$ cat src/rtl/spi_reg_bank_pkg.sv
// ---------------------------------------------------------------------------
// spi_reg_bank_pkg
// Shared definitions for the SPI-programmed PWM register bank: frame geometry,
// register address map, reset values and the frame classification helper.
// ---------------------------------------------------------------------------
package spi_reg_bank_pkg;

  // Frame geometry: [15] R/W, [14:8] address, [7:0] data, MSB first.
  localparam int FRAME_BITS = 16;
  localparam int ADDR_W     = 7;
  localparam int DATA_W     = 8;
  localparam int CNT_W      = 5;
  localparam int DIV_W      = 4;

  // Bit counter values of interest: a complete frame, and the overflow mark.
  localparam logic [CNT_W-1:0] CNT_FULL = 5'd16;
  localparam logic [CNT_W-1:0] CNT_SAT  = 5'd17;

  // Register address map.
  localparam logic [ADDR_W-1:0] ADDR_EN_OUT     = 7'h00;
  localparam logic [ADDR_W-1:0] ADDR_EN_PWM     = 7'h01;
  localparam logic [ADDR_W-1:0] ADDR_CHAN_3_0   = 7'h02;
  localparam logic [ADDR_W-1:0] ADDR_CHAN_7_4   = 7'h03;
  localparam logic [ADDR_W-1:0] ADDR_DUTY_1     = 7'h04;
  localparam logic [ADDR_W-1:0] ADDR_DUTY_2     = 7'h05;
  localparam logic [ADDR_W-1:0] ADDR_DUTY_3     = 7'h06;
  localparam logic [ADDR_W-1:0] ADDR_DUTY_4     = 7'h07;
  localparam logic [ADDR_W-1:0] ADDR_FREQ_DIV   = 7'h08;

  // Register reset values.
  localparam logic [DATA_W-1:0] RST_EN_OUT   = 8'h00;
  localparam logic [DATA_W-1:0] RST_EN_PWM   = 8'h00;
  localparam logic [DATA_W-1:0] RST_CHAN_3_0 = 8'h00;
  localparam logic [DATA_W-1:0] RST_CHAN_7_4 = 8'h00;
  localparam logic [DATA_W-1:0] RST_DUTY     = 8'h00;
  localparam logic [DIV_W-1:0]  RST_FREQ_DIV = 4'h0;

  // Outcome of a frame at nCS rise.
  typedef enum logic [1:0] {
    FRAME_WRITE  = 2'd0,
    FRAME_READ   = 2'd1,
    FRAME_REJECT = 2'd2
  } frame_kind_e;

  // Decide what a finished frame does. Reads of full length are dropped
  // silently; wrong length or out-of-range writes are rejected.
  function automatic frame_kind_e classify_frame(
    input logic [CNT_W-1:0]  bit_cnt,
    input logic              rw,
    input logic [ADDR_W-1:0] addr,
    input logic [ADDR_W-1:0] max_addr
  );
    frame_kind_e kind;
    if (bit_cnt != CNT_FULL) begin
      kind = FRAME_REJECT;
    end else if (!rw) begin
      kind = FRAME_READ;
    end else if (addr > max_addr) begin
      kind = FRAME_REJECT;
    end else begin
      kind = FRAME_WRITE;
    end
    return kind;
  endfunction

endpackage

$ cat src/rtl/spi_reg_bank_sync_edge.sv
// ---------------------------------------------------------------------------
// sync_edge
// N-flop synchroniser for an asynchronous pin, followed by one history flop
// that yields single-cycle rise/fall pulses in the clk domain.
//   clk, rst_n : clock, async active-low reset
//   d          : asynchronous input pin
//   q          : synchronised level
//   rise, fall : one-cycle pulses on synchronised edges
// ---------------------------------------------------------------------------
module sync_edge #(
  parameter int   N       = 2,
  parameter logic RST_VAL = 1'b0
) (
  input  logic clk,
  input  logic rst_n,
  input  logic d,
  output logic q,
  output logic rise,
  output logic fall
);

  logic [N-1:0] chain_q;
  logic [N-1:0] chain_d;
  logic         prev_q;
  logic         prev_d;

  // Next state of the synchroniser chain and the edge-history flop.
  always_comb begin
    chain_d = {chain_q[N-2:0], d};
    prev_d  = chain_q[N-1];
  end

  // Synchroniser and history flops; reset to the pin's idle level.
  always_ff @(posedge clk or negedge rst_n) begin
    if (!rst_n) begin
      chain_q <= {N{RST_VAL}};
      prev_q  <= RST_VAL;
    end else begin
      chain_q <= chain_d;
      prev_q  <= prev_d;
    end
  end

  assign q    = chain_q[N-1];
  assign rise =  chain_q[N-1] & ~prev_q;
  assign fall = ~chain_q[N-1] &  prev_q;

endmodule

$ cat src/rtl/spi_reg_bank.sv
// ---------------------------------------------------------------------------
// spi_reg_bank
// Write-only SPI mode-0 target holding the PWM control register file.
// 16-bit frames (R/W, 7-bit address, 8-bit data, MSB first) are shifted in on
// synchronised SCLK rises and committed on the synchronised nCS rise.
//   clk, rst_n                : system clock, async active-low reset
//   sclk, copi, ncs           : asynchronous SPI pins
//   reg_*                     : configuration registers (addresses 0x00..0x08)
//   wr_strobe                 : one-cycle pulse when a register is written
//   txn_error                 : one-cycle pulse when a frame is rejected
// ---------------------------------------------------------------------------
module spi_reg_bank
  import spi_reg_bank_pkg::*;
#(
  parameter int SYNC_STAGES = 2,
  parameter int MAX_ADDR    = 8
) (
  input  logic              clk,
  input  logic              rst_n,
  input  logic              sclk,
  input  logic              copi,
  input  logic              ncs,
  output logic [DATA_W-1:0] reg_en_out,
  output logic [DATA_W-1:0] reg_en_pwm_out,
  output logic [DATA_W-1:0] reg_out_3_0_pwm_chanel,
  output logic [DATA_W-1:0] reg_out_7_4_pwm_chanel,
  output logic [DATA_W-1:0] reg_pwm_gen_1_duty_cycle,
  output logic [DATA_W-1:0] reg_pwm_gen_2_duty_cycle,
  output logic [DATA_W-1:0] reg_pwm_gen_3_duty_cycle,
  output logic [DATA_W-1:0] reg_pwm_gen_4_duty_cycle,
  output logic [DIV_W-1:0]  reg_pwm_frequency_divider,
  output logic              wr_strobe,
  output logic              txn_error
);

  localparam logic [ADDR_W-1:0] MAX_ADDR_L = ADDR_W'(MAX_ADDR);

  // Synchronised pins.
  logic sclk_rise, sclk_sync_unused, sclk_fall_unused;
  logic ncs_sync, ncs_rise, ncs_fall;
  logic copi_sync, copi_rise_unused, copi_fall_unused;

  sync_edge #(.N(SYNC_STAGES), .RST_VAL(1'b0)) u_sync_sclk (
    .clk(clk), .rst_n(rst_n), .d(sclk),
    .q(sclk_sync_unused), .rise(sclk_rise), .fall(sclk_fall_unused)
  );

  // nCS idles high, so its synchroniser resets to 1.
  sync_edge #(.N(SYNC_STAGES), .RST_VAL(1'b1)) u_sync_ncs (
    .clk(clk), .rst_n(rst_n), .d(ncs),
    .q(ncs_sync), .rise(ncs_rise), .fall(ncs_fall)
  );

  sync_edge #(.N(SYNC_STAGES), .RST_VAL(1'b0)) u_sync_copi (
    .clk(clk), .rst_n(rst_n), .d(copi),
    .q(copi_sync), .rise(copi_rise_unused), .fall(copi_fall_unused)
  );

  // Frame state.
  logic [FRAME_BITS-1:0] shift_q, shift_d;
  logic [CNT_W-1:0]      cnt_q, cnt_d;

  // Register file and pulses.
  logic [DATA_W-1:0] en_out_q,   en_out_d;
  logic [DATA_W-1:0] en_pwm_q,   en_pwm_d;
  logic [DATA_W-1:0] chan_30_q,  chan_30_d;
  logic [DATA_W-1:0] chan_74_q,  chan_74_d;
  logic [DATA_W-1:0] duty_1_q,   duty_1_d;
  logic [DATA_W-1:0] duty_2_q,   duty_2_d;
  logic [DATA_W-1:0] duty_3_q,   duty_3_d;
  logic [DATA_W-1:0] duty_4_q,   duty_4_d;
  logic [DIV_W-1:0]  freq_div_q, freq_div_d;
  logic              wr_strobe_q, wr_strobe_d;
  logic              txn_error_q, txn_error_d;

  logic [ADDR_W-1:0] frame_addr;
  logic [DATA_W-1:0] frame_data;
  frame_kind_e       frame_kind;

  assign frame_addr = shift_q[FRAME_BITS-2 -: ADDR_W];
  assign frame_data = shift_q[DATA_W-1:0];
  assign frame_kind = classify_frame(cnt_q, shift_q[FRAME_BITS-1], frame_addr, MAX_ADDR_L);

  // Frame capture and commit. The nCS rise takes priority, so an SCLK rise
  // landing in the same cycle is dropped and the commit sees the old shift.
  always_comb begin
    shift_d     = shift_q;
    cnt_d       = cnt_q;
    en_out_d    = en_out_q;
    en_pwm_d    = en_pwm_q;
    chan_30_d   = chan_30_q;
    chan_74_d   = chan_74_q;
    duty_1_d    = duty_1_q;
    duty_2_d    = duty_2_q;
    duty_3_d    = duty_3_q;
    duty_4_d    = duty_4_q;
    freq_div_d  = freq_div_q;
    wr_strobe_d = 1'b0;
    txn_error_d = 1'b0;

    if (ncs_rise) begin
      case (frame_kind)
        FRAME_WRITE: begin
          wr_strobe_d = 1'b1;
          case (frame_addr)
            ADDR_EN_OUT:   en_out_d   = frame_data;
            ADDR_EN_PWM:   en_pwm_d   = frame_data;
            ADDR_CHAN_3_0: chan_30_d  = frame_data;
            ADDR_CHAN_7_4: chan_74_d  = frame_data;
            ADDR_DUTY_1:   duty_1_d   = frame_data;
            ADDR_DUTY_2:   duty_2_d   = frame_data;
            ADDR_DUTY_3:   duty_3_d   = frame_data;
            ADDR_DUTY_4:   duty_4_d   = frame_data;
            ADDR_FREQ_DIV: freq_div_d = frame_data[DIV_W-1:0];
            default: begin
            end
          endcase
        end
        FRAME_READ: begin
        end
        FRAME_REJECT: txn_error_d = 1'b1;
        default:      txn_error_d = 1'b1;
      endcase
    end else if (ncs_fall) begin
      shift_d = '0;
      cnt_d   = '0;
    end else if (sclk_rise && !ncs_sync) begin
      shift_d = {shift_q[FRAME_BITS-2:0], copi_sync};
      // Saturate so arbitrarily long frames still read as overflow.
      if (cnt_q >= CNT_SAT) begin
        cnt_d = CNT_SAT;
      end else begin
        cnt_d = cnt_q + 5'd1;
      end
    end else begin
      shift_d = shift_q;
      cnt_d   = cnt_q;
    end
  end

  // State and output registers.
  always_ff @(posedge clk or negedge rst_n) begin
    if (!rst_n) begin
      shift_q     <= '0;
      cnt_q       <= '0;
      en_out_q    <= RST_EN_OUT;
      en_pwm_q    <= RST_EN_PWM;
      chan_30_q   <= RST_CHAN_3_0;
      chan_74_q   <= RST_CHAN_7_4;
      duty_1_q    <= RST_DUTY;
      duty_2_q    <= RST_DUTY;
      duty_3_q    <= RST_DUTY;
      duty_4_q    <= RST_DUTY;
      freq_div_q  <= RST_FREQ_DIV;
      wr_strobe_q <= 1'b0;
      txn_error_q <= 1'b0;
    end else begin
      shift_q     <= shift_d;
      cnt_q       <= cnt_d;
      en_out_q    <= en_out_d;
      en_pwm_q    <= en_pwm_d;
      chan_30_q   <= chan_30_d;
      chan_74_q   <= chan_74_d;
      duty_1_q    <= duty_1_d;
      duty_2_q    <= duty_2_d;
      duty_3_q    <= duty_3_d;
      duty_4_q    <= duty_4_d;
      freq_div_q  <= freq_div_d;
      wr_strobe_q <= wr_strobe_d;
      txn_error_q <= txn_error_d;
    end
  end

  assign reg_en_out                = en_out_q;
  assign reg_en_pwm_out            = en_pwm_q;
  assign reg_out_3_0_pwm_chanel    = chan_30_q;
  assign reg_out_7_4_pwm_chanel    = chan_74_q;
  assign reg_pwm_gen_1_duty_cycle  = duty_1_q;
  assign reg_pwm_gen_2_duty_cycle  = duty_2_q;
  assign reg_pwm_gen_3_duty_cycle  = duty_3_q;
  assign reg_pwm_gen_4_duty_cycle  = duty_4_q;
  assign reg_pwm_frequency_divider = freq_div_q;
  assign wr_strobe                 = wr_strobe_q;
  assign txn_error                 = txn_error_q;

endmodule

$ cat config.mk
export PLATFORM = sky130hd
export DESIGN_NAME = spi_reg_bank
export DESIGN_NICKNAME = d
export VERILOG_FILES = /design/src/rtl/spi_reg_bank_pkg.sv /design/src/rtl/spi_reg_bank_sync_edge.sv /design/src/rtl/spi_reg_bank.sv
export SDC_FILE = /design/constraint.sdc
export NUM_CORES = 1
export LEC_CHECK = 0
export CAP_MARGIN = 10
export CORE_ASPECT_RATIO = 0.9
export CORE_MARGIN = 2
export CORE_UTILIZATION = 35
export DETAILED_ROUTE_END_ITERATION = 12
export SLEW_MARGIN = 20
export SYNTH_ARGS = -nofsm -noshare
export SYNTH_HDL_FRONTEND = slang
export SYNTH_HIERARCHICAL = 1
export SYNTH_SLANG_ARGS = --single-unit
export TNS_END_PERCENT = 50
$ cat constraint.sdc
create_clock -name clk -period 6.3 [get_ports clk]
set_clock_uncertainty 0.15 [all_clocks]
set_input_delay 1.26 -clock clk [delete_from_list [all_inputs] [get_ports clk]]
set_output_delay 1.26 -clock clk [all_outputs]
set_load 0.05 [all_outputs]
==> summary by stage, run 1 <==
Power
The internal cell power is 976 µW. The analysis attributes to cell leakage a power of 2.36 nW. Power spread over the standard cell area amounts to 250 mW/mm². VDD sags by at most 0.000179 V. The analysis attributes to net switching a power of 322 µW.

Of the total power, the share spent switching nets is 0.248. The share of total power dissipated in sequential elements is 0.544. The combinational share of power is 0.055. The clock network fraction of total power is 0.401.

Worst setup path
Counting both buffers and inverters, the worst setup path holds a total of 1. The kind of cell with the highest combined delay on the critical path is buffers and inverters. The maximum net fanout on the critical path is 2.

The number of cells traversed by the worst register-to-register path is 6. In this run the number of cells on the critical path is 1. The worst stage delay on the critical path is 820 ps.

At the worst endpoint, the arrival time is 1550 ps. The kind of end point of the critical path is a primary output. Walking the worst path, the cells encountered are clkdlybuf4s50_1.

The worst setup path is of the flop to primary output kind. STA classifies the critical path startpoint as a flop. For the worst setup path, the data required time is 4890 ps.

The slowest stage of the critical path belongs to the cell clkdlybuf4s50_1.

Route
In the final routed layout, each cell accounts on average for 16.6 µm. The DRC marker count from the first detailed-route iteration is 186. After detailed routing, the number of vias per cell comes to 4.74. The detail route stage leaves a number of antenna-violating nets equal to 0. After detailed routing, the total wire length is 8520 µm.

For this run, design rule violations remaining after detail routing come to 0. Before antenna repair, the detailed router went through 4 iterations. The total number of vias is 2434.

STA
Setup repair after global routing left no endpoint under its margin. The worst pin sits at a relative slew slack of 0.403. The number of failing hold endpoints at the final stage is 0.

Setup slack closes at 3340 ps. Subtracting the final worst setup slack from the clock period gives 2960 ps. The maximum clock frequency is 0.338 GHz. The number of pins with negative max-slew slack in the final report is 0.

The final count of negative-setup-slack endpoints is 0. The slew at the pin closest to its max-slew limit is 896 ps. Hold is met by 203 ps. The aggregate negative setup slack is 0 ps.

The share of the clock period used by the worst path is 0.470.

Die
The top-level I/O count is 75. The die covers 0.0125 mm². The core area is 0.0113 mm². For this configuration, the core starts out at a cell density of 0.357. In this run the core area contains 37 standard-cell rows. The die outline height is 106 µm. The die is 117 µm wide.

Finish
In the final layout, the multi-input gates occupy 0.00146 mm². The share of layout cells above drive strength 1 is 0.277. The final net count is 361. The final cell area excluding filler cells is 0.00519 mm². Fill cells in the final layout number 1021. The footprint of the flip-flops and latches is 0.00248 mm². The synthesis-to-finish area growth is 28.0%. The number of antenna diodes in the final layout is 0.

Clocking
The total number of H-tree levels is 3. The number of CTS-inserted buffers is 9. The clock latency at the later pin of the worst-skew pair is 340 ps.

The maximum buffer depth of the clock tree is 2. The post-CTS setup buffer count is 0. The tree is rooted in a clkbuf_16. The post-cts sizing count is 0. TritonCTS built the clock tree.

The total number of clock tree sinks is 99. The post-CTS clock slew at the launch and capture registers of the worst setup and hold paths is 70 ps. In this run, post-CTS hold repair placed 0 buffers.

Placed design
The count of input and output buffers is 74. The congestion estimate from routability-driven global placement came to 0.734. The placement-stage cell area is 0.00491 mm². The post-placement worst setup slack is 3370 ps.

The HPWL after detailed placement is 5410 µm.

Outcome
The flow ran to the end, and the final reports show no timing, DRC or antenna violations.

Logic synthesis
Synthesis produced a netlist with a net count of 296. Dividing the synthesized area by the synthesized cell count gives 14.1 µm². The Yosys step of the flow raised 6 warnings. Summing every instance area after synthesis gives 0.00405 mm². The number of standard cells after synthesis is 288.

Job
Max-cap violations in this run came to 0.

Hold path
The number of cells traversed by the worst hold path is 0. The worst hold path belongs to the class flop to flop.

GRT
The leftover overflow at the end of global routing is 0. The number of antenna violations at the first check in global routing is 0. The via count of the first global-routing pass is 2524.

Entering global routing, the biggest net connects 72 pins. Across every metal layer, demand over resource in global routing totals 0.146. The first global-routing pass estimated 13900 µm of wire.
[registers in the layout (all words and copies together), names as in the netlist]
| name | flops |
|---|---|
| reg_en_pwm_out | 8 |
| u_sync_sclk/chain_q | 2 |
| u_sync_copi/chain_q | 2 |
| u_sync_sclk/prev_q | 1 |
| reg_pwm_frequency_divider | 4 |
| u_sync_ncs/prev_q | 1 |
| reg_out_7_4_pwm_chanel | 8 |
| reg_pwm_gen_1_duty_cycle | 8 |
| txn_error | 1 |
| reg_en_out | 8 |
| reg_pwm_gen_2_duty_cycle | 8 |
| reg_out_3_0_pwm_chanel | 8 |
| shift_q | 16 |
| reg_pwm_gen_4_duty_cycle | 8 |
| wr_strobe | 1 |
| cnt_q | 5 |
| reg_pwm_gen_3_duty_cycle | 8 |
| u_sync_ncs/chain_q | 2 |
[through the flow]
| step | cells | power (mW) | util |
|---|---|---|---|
| floorplan | 288 | 0.745 | - |
| global placement | 498 | 0.785 | 0.433 |
| detailed placement | 498 | 0.792 | 0.433 |
| CTS | 514 | 1.32 | 0.457 |
| global route | 514 | 1.35 | 0.457 |
| finish | 514 | 1.30 | 0.457 |
[path summary, 6_finish.rpt]
path / start / endpoint / slack, ps
min reg2reg: u_sync_copi/chain_q[0]$_DFF_PN0_ / u_sync_copi/chain_q[1]$_DFF_PN0_ / 200
min: u_sync_copi/chain_q[0]$_DFF_PN0_ / u_sync_copi/chain_q[1]$_DFF_PN0_ / 200
max in group asynchronous: rst_n / cnt_q[0]$_DFFE_PN0P_ / 4100
max: reg_out_7_4_pwm_chanel[3]$_DFFE_PN0P_ / reg_out_7_4_pwm_chanel[3] / 3340
max reg2reg: cnt_q[0]$_DFFE_PN0P_ / reg_out_7_4_pwm_chanel[2]$_DFFE_PN0P_ / 3370
min in group asynchronous: rst_n / reg_pwm_frequency_divider[1]$_DFFE_PN0P_ / 680
[final cells by class]
type                    count  area share
well taps                 156      0.0376
clock buffers              13      0.0502
inverters                   4     0.00289
flip-flops and latches     99       0.478
multi-input cells         163       0.282
repair buffers             76       0.145
clock inverters             3     0.00434
[placed cells by master (no fill, tap or decap), types with 3 or more instances in the layout]
cell	instances
buf_4	3
mux2_4	16
inv_1	4
clkdlybuf4s50_1	73
dfrtp_1	96
ha_1	3
nand2b_1	18
nand2_1	20
dfstp_2	3
clkbuf_16	9
or4_1	3
nor2b_1	3
clkinvlp_4	3
mux2_2	52
o21ai_0	18
[per-layer routing]
metal  GRT usage  share of wire  vias up
met3      0.0456          0.047       11
met5           0              0        -
met2       0.216           0.46       59
met4      0.0594          0.019        0
met1       0.200           0.48     1235
li1            -              -     1129
[power by group through the flow]
stage	combinational, mW	clock (mW)	sequential (mW)
2_1_floorplan	0.0636	0	0.682
4_1_cts	0.0730	0.536	0.707
3_3_place_gp	0.0691	0	0.716
5_1_grt	0.0819	0.561	0.711
6_report	0.0710	0.521	0.706
3_5_place_dp	0.0733	0	0.718
Note: power is estimated with default switching activity, not from simulation.
==> inputs of run 2 (changes only) <==
- clock period: 6.3 -> 2.9 ns (I/O delays scaled with it)
==> run 2 against run 1 <==
Clock power rose by 140%. Global-route usage rose by 0.38 points. Sequential share of layout area fell by 1.1 points. Register-to-register slack got worse by 3100 ps. Cell count rose by 1.6%. Flip-flop and latch count did not move. First-iteration DRC count fell by 24%. Final area rose by 2.3%. Clock-buffer cell count did not move. Largest power group unchanged. Highest routed layer unchanged.
==> summary by stage, run 2 (synthesis results as in run 1) <==
GRT
The number of antenna violations at the first check in global routing is 0. The total overflow left after global routing is 0. The via count of the first global-routing pass is 2664. The global router's overall resource usage is 0.150. The global-route wire length before repair is 14400 µm. The pin count of the biggest net entering global routing is 66.

Clocking
After clock tree synthesis, the clock-pin slew on the worst setup and hold paths is 70 ps. Once the clock tree was built, the setup fixing pass inserted 0 buffers. The clock latency at the later pin of the worst-skew pair is 340 ps.

Counting along the longest clock path gives a buffer depth of 2. In this run, CTS created clock tree buffers numbering 9. The CTS tree is built. The number of gates resized after CTS was 0. The number of buffers inserted for hold repair after clock tree synthesis is 0. In this run the number of H-tree levels came out at 3. The master cell of the clock root buffer is clkbuf_16.

The clock drives 99 sinks.

Worst setup path
STA puts the critical path data required time at 2970 ps. STA classifies the critical path startpoint as a flop. The critical path arrival is 2750 ps. The kind of end point of the critical path is a flop.

The worst setup path is of the flop to flop kind. The maximum net fanout on the critical path is 8.

Die
The initial utilization of the core area, before any placement, comes to 0.357. In this run the horizontal extent of the chip is 117 µm. The core area is 0.0113 mm². The floorplan has 37 rows. 75 I/O pins were placed. The overall die area is 0.0125 mm². The die outline height is 106 µm.

Placed design
The number of placed instances, taps included, is 506. The count of input and output buffers is 74. At the end of routability-driven placement, the weighted congestion stood at 0.744. The HPWL after detailed placement is 5560 µm. The post-placement worst setup slack is 243 ps.

Finish
Compared with the post-synthesis result, the final layout area differs by 30.9%. The register with the most flip-flops in the layout has 16 of them. In the layout the commonest cells are 96 x dfrtp_1, 73 x clkdlybuf4s50_1, 52 x mux2_2. Leaving out fill and tap cells, the most frequent cell in the layout is dfrtp_1. In the final layout, the share of cells above drive strength 1 is 0.295. The register with the most flip-flops is shift_q.

The net count of the finished layout is 369. For this run, the number of standard cells in the final layout without fillers is 522. The number of diodes is 0.

STA
For the final routed database, the setup TNS stands at 0 ps. The slew at the pin closest to its max-slew limit is 546 ps. Static timing analysis puts the maximum clock frequency at 0.374 GHz. The final critical-path setup slack is 226 ps. Dividing the final minimum period by the clock period gives 0.922. The final count of negative-setup-slack endpoints is 0. Setup repair after global routing left no endpoint under its margin. The number of failing hold endpoints at the final stage was 0. The clock period could shrink to 2670 ps. In this run the tightest slew margin relative to its limit is 0.636.

The number of pins with negative max-slew slack in the final report came to 0.

Route
The average wire per standard cell is 16.4 µm. The number of optimization iterations in the first detailed-route pass is 4. The number of remaining DRC errors is 0. After detailed routing, the number of vias per cell comes to 4.66. The DRC marker count from the first detailed-route iteration is 141. The total wirelength of the detailed-routed design is 8580 µm. The number of nets with antenna violations after detailed routing is 0.

Summing over every cut layer, the via total after detailed routing is 2434.

Power
The cell area power density is 552 mW/mm². The analysis attributes to cell leakage a power of 2.43 nW. IR analysis of the VDD net gives a maximum drop of 0.000330 V.

Hold path
The class of the tightest hold or removal check is input port to async pin.

Outcome
The flow ran to the end, and the final reports show no timing, DRC or antenna violations.

Job
Across the run, the number of max-cap violations was 0.
run 2: cell types whose count changed in the layout (fill, tap and decap cells not counted):
cell and change:
buf_4 +6, buf_12 +2, bufinv_16 +1, clkbuf_1 -1
clkbuf_8 +1, clkinvlp_4 -1
run 2: report_power, final:
| part | internal [mW] | switching (mW) |
|---|---|---|
| Clock | 0.740 | 0.495 |
| Sequential | 1.42 | 0.108 |
| Combinational | 0.0706 | 0.0910 |
| Total | 2.23 | 0.694 |
run 2: worst max-delay path, stage by stage, from the launching register on:
cell,delay [ps]
dfrtp_1,430
inv_1,100
ha_1,210
nand4bb_4,140
or4_1,540
or4b_1,470
buf_4,200
mux2_4,310
run 2: path summary, 6_finish.rpt:
kind,slack (ps),cells after the start,from,end
worst min-delay path,40,1,rst_n,reg_pwm_frequency_divider[1]$_DFFE_PN0P_
max in group asynchronous,1850,2,rst_n,u_sync_ncs/chain_q[0]$_DFF_PN1_
worst max register to register,230,7,cnt_q[0]$_DFFE_PN0P_,reg_out_7_4_pwm_chanel[0]$_DFFE_PN0P_
worst min register to register,200,0,u_sync_sclk/chain_q[0]$_DFF_PN0_,u_sync_sclk/chain_q[1]$_DFF_PN0_
min in group clk,200,0,u_sync_sclk/chain_q[0]$_DFF_PN0_,u_sync_sclk/chain_q[1]$_DFF_PN0_
worst max-delay path,230,7,cnt_q[0]$_DFFE_PN0P_,reg_out_7_4_pwm_chanel[0]$_DFFE_PN0P_
run 2: final cells by class:
type,instances,area (µm²)
inverters,4,15.0
fillers,1047,6040
multi-input cells,163,1460
clock buffers,13,270
well taps,156,195
clock inverters,3,45.0
flip-flops and latches,99,2480
repair buffers,84,838
run 2: routing by layer:
| layer | track usage | vias up | share of wire |
|---|---|---|---|
| met5 | 0 | - | 0 |
| met3 | 0.0451 | 11 | 0.048 |
| met1 | 0.195 | 1217 | 0.46 |
| met2 | 0.234 | 59 | 0.48 |
| li1 | - | 1147 | - |
| met4 | 0.0628 | 0 | 0.014 |
run 2: metrics by stage:
step | util | instance area, µm² | power (mW) | hold slack [ps]
2_1_floorplan | - | 4050 | 1.62 | 134
3_3_place_gp | 0.440 | 4990 | 1.71 | 185
3_5_place_dp | 0.440 | 4990 | 1.73 | 186
4_1_cts | 0.468 | 5310 | 2.97 | 40.9
5_1_grt | 0.468 | 5310 | 3.06 | 56.6
6_report | 0.468 | 5310 | 2.93 | 37.0
==> inputs of run 3 (changes only) <==
- CTS_BUF_LIST: default -> sky130_fd_sc_hd__clkbuf_2 sky130_fd_sc_hd__clkbuf_4 sky130_fd_sc_hd__clkbuf_8
==> run 3 against run 2 <==
The run now ends with negative hold slack left. Combinational power is essentially flat. Utilization shrank 0.86 points. Final area shrank 1.8%. Global-route usage is essentially flat. Critical path depth is the same. Die area is the same. Sequential share of layout area grew 0.88 points. Maximum frequency shrank 0.63%. Worst setup slack lost 17 ps. Largest cell class unchanged.
==> summary by stage, run 3 (synthesis results as in run 1) <==
STA
For the pin with the worst max-slew slack, the measured transition is 542 ps. The number of pins with negative max-slew slack in the final report is 0. For this run, the top clock speed supported by timing is 0.372 GHz. Setup repair after global routing left no endpoint under its margin. The routed design could run at a clock period as short as 2690 ps. The number of failing hold endpoints at the final stage was 3. Dividing the final minimum period by the clock period gives 0.928. Hold timing on the final database bottoms out at a slack of -0.420 ps. The final count of negative-setup-slack endpoints is 0. Adding up every negative setup slack in the final design gives 0 ps. The worst pin sits at a relative slew slack of 0.639.

Power
Of the total power, the share spent switching nets is 0.251. The share of total power dissipated in sequential elements is 0.581. The combinational share of power is 0.062. The cell area power density is 506 mW/mm². The clock network fraction of total power is 0.357. The maximum ir drop on the vdd rail is 0.000375 V.

Internal power comes to 1.97 mW. The analysis attributes to net switching a power of 663 µW. The static power due to leakage is 2.39 nW.

Die
The die outline height is 106 µm. The initial utilization of the core area, before any placement, comes to 0.357. The floorplan step defined a die boundary enclosing 0.0125 mm². The floorplan has 37 rows.

The core area is 0.0113 mm². 75 I/O pins were placed. The horizontal extent of the die is 117 µm.

Worst setup path
The worst setup path is captured at a flop. The maximum net fanout on the critical path is 8. Data on the critical path is required at its endpoint by 3010 ps. The critical path starts at cnt_q[0]$_DFFE_PN0P_.

For the worst setup path, the data arrival time is 2800 ps. The worst setup path is launched from a flop. The setup path with the least slack is of type flop to flop. The startpoint identified for the worst register-to-register timing path is cnt_q[0]$_DFFE_PN0P_. In this run the register-to-register setup slack is 210 ps.

Hold path
The worst hold path belongs to the class input port to async pin.

Clocking
Gates resized during post-CTS repair numbered 0. No sink is reached through more buffers than the 2 on the longest clock path. The post-CTS clock slew at the launch and capture registers of the worst setup and hold paths is 100 ps. The clock tree synthesis step divided the H-tree into 3 levels. The number of buffers inserted for hold repair after clock tree synthesis is 0. Counting every sink on the clock net gives 99.

TritonCTS built the clock tree. The number of setup buffers added after CTS is 0. The clock latency at the later pin of the worst-skew pair is 370 ps. The number of CTS-inserted buffers is 9.

The master cell of the clock root buffer is clkbuf_8.

Route
The total wirelength of the detailed-routed design is 8580 µm. The number of vias per cell is 4.65. In this run the remaining antenna-violating nets after routing total 0. The number of optimization iterations in the first detailed-route pass is 4. The number of remaining DRC errors is 0. The average wire per standard cell is 16.4 µm. The DRC marker count from the first detailed-route iteration is 119.

The total number of vias is 2425.

Finish
The number of diodes is 0. The register with the most flip-flops in the layout has 16 of them. In the layout the commonest cells are 96 x dfrtp_1, 73 x clkdlybuf4s50_1, 52 x mux2_2. The final net count is 369.

The final core area utilization is 0.459. The register with the most flip-flops is shift_q. Of the cells placed in the final design, the portion with a size suffix greater than 1 is 0.298. Leaving out fill and tap cells, the most frequent cell in the layout is dfrtp_1.

The synthesis-to-finish area growth is 28.5%.

Job
The count of max-cap constraint violations is 0.

GRT
For this run, the total global-route usage over all layers was measured as 0.149. The global-route wire length before repair is 14300 µm. The number of antenna violations at the first check in global routing is 0. Entering global routing, the biggest net connects 66 pins. The leftover overflow at the end of global routing is 0. The via count of the first global-routing pass came to 2637.

Outcome
The checks that failed: negative hold slack. The flow ran to the end, but the final reports show violations.

Placed design
The HPWL after detailed placement is 5560 µm. The count of input and output buffers is 74. The final RePlAce weighted congestion is 0.744.
run 3: cell count changes in the layout (fill, tap and decap cells not counted):
cell       before  now
clkbuf_1        1    0
clkbuf_4        0    1
clkbuf_16       9    0
clkbuf_8        3   12
run 3: layer usage:
| layer | GRT usage | wire length, µm |
|---|---|---|
| met4 | 0.0706 | 146 |
| met1 | 0.195 | 3940 |
| met5 | 0 | 0 |
| met2 | 0.230 | 4070 |
| met3 | 0.0435 | 422 |
run 3: area by class of cell:
| class | count | area [µm²] |
|---|---|---|
| well taps | 156 | 195 |
| inverters | 4 | 15.0 |
| clock inverters | 3 | 45.0 |
| multi-input cells | 163 | 1460 |
| fillers | 1051 | 6130 |
| clock buffers | 13 | 173 |
| repair buffers | 84 | 838 |
| flip-flops and latches | 99 | 2480 |
run 3: worst max-delay path, stage by stage, from the launching register on:
cell and delay [ps]:
dfrtp_1 450, inv_1 110, ha_1 220, nand4bb_4 130, or4_1 540, or4b_1 470
buf_4 200, mux2_4 310
run 3: per-stage QoR:
stage	setup slack (ps)	hold WS, ps	cells	power, mW	area, µm²
floorplan	261	134	288	1.62	4050
global route	103	8.78	522	2.77	5210
CTS	220	6.33	522	2.67	5210
finish	209	-0.420	522	2.64	5210
detailed placement	243	186	506	1.73	4990
global placement	260	185	506	1.71	4990
run 3: worst paths after layout:
kind,end,cells past startpoint
worst max-delay path,reg_out_7_4_pwm_chanel[0]$_DFFE_PN0P_,7
worst min-delay path,reg_pwm_frequency_divider[0]$_DFFE_PN0P_,1
worst max register to register,reg_out_7_4_pwm_chanel[0]$_DFFE_PN0P_,7
worst min register to register,u_sync_sclk/chain_q[1]$_DFF_PN0_,0
max in group asynchronous,u_sync_ncs/chain_q[0]$_DFF_PN1_,2
min in group clk,u_sync_sclk/chain_q[1]$_DFF_PN0_,0
run 3: power groups by stage:
stage	Sequential (mW)	Clock (mW)	Combinational, mW
floorplan	1.48	0	0.138
global placement	1.56	0	0.159
detailed placement	1.56	0	0.165
CTS	1.53	0.973	0.166
global route	1.54	1.03	0.192
finish	1.53	0.942	0.163
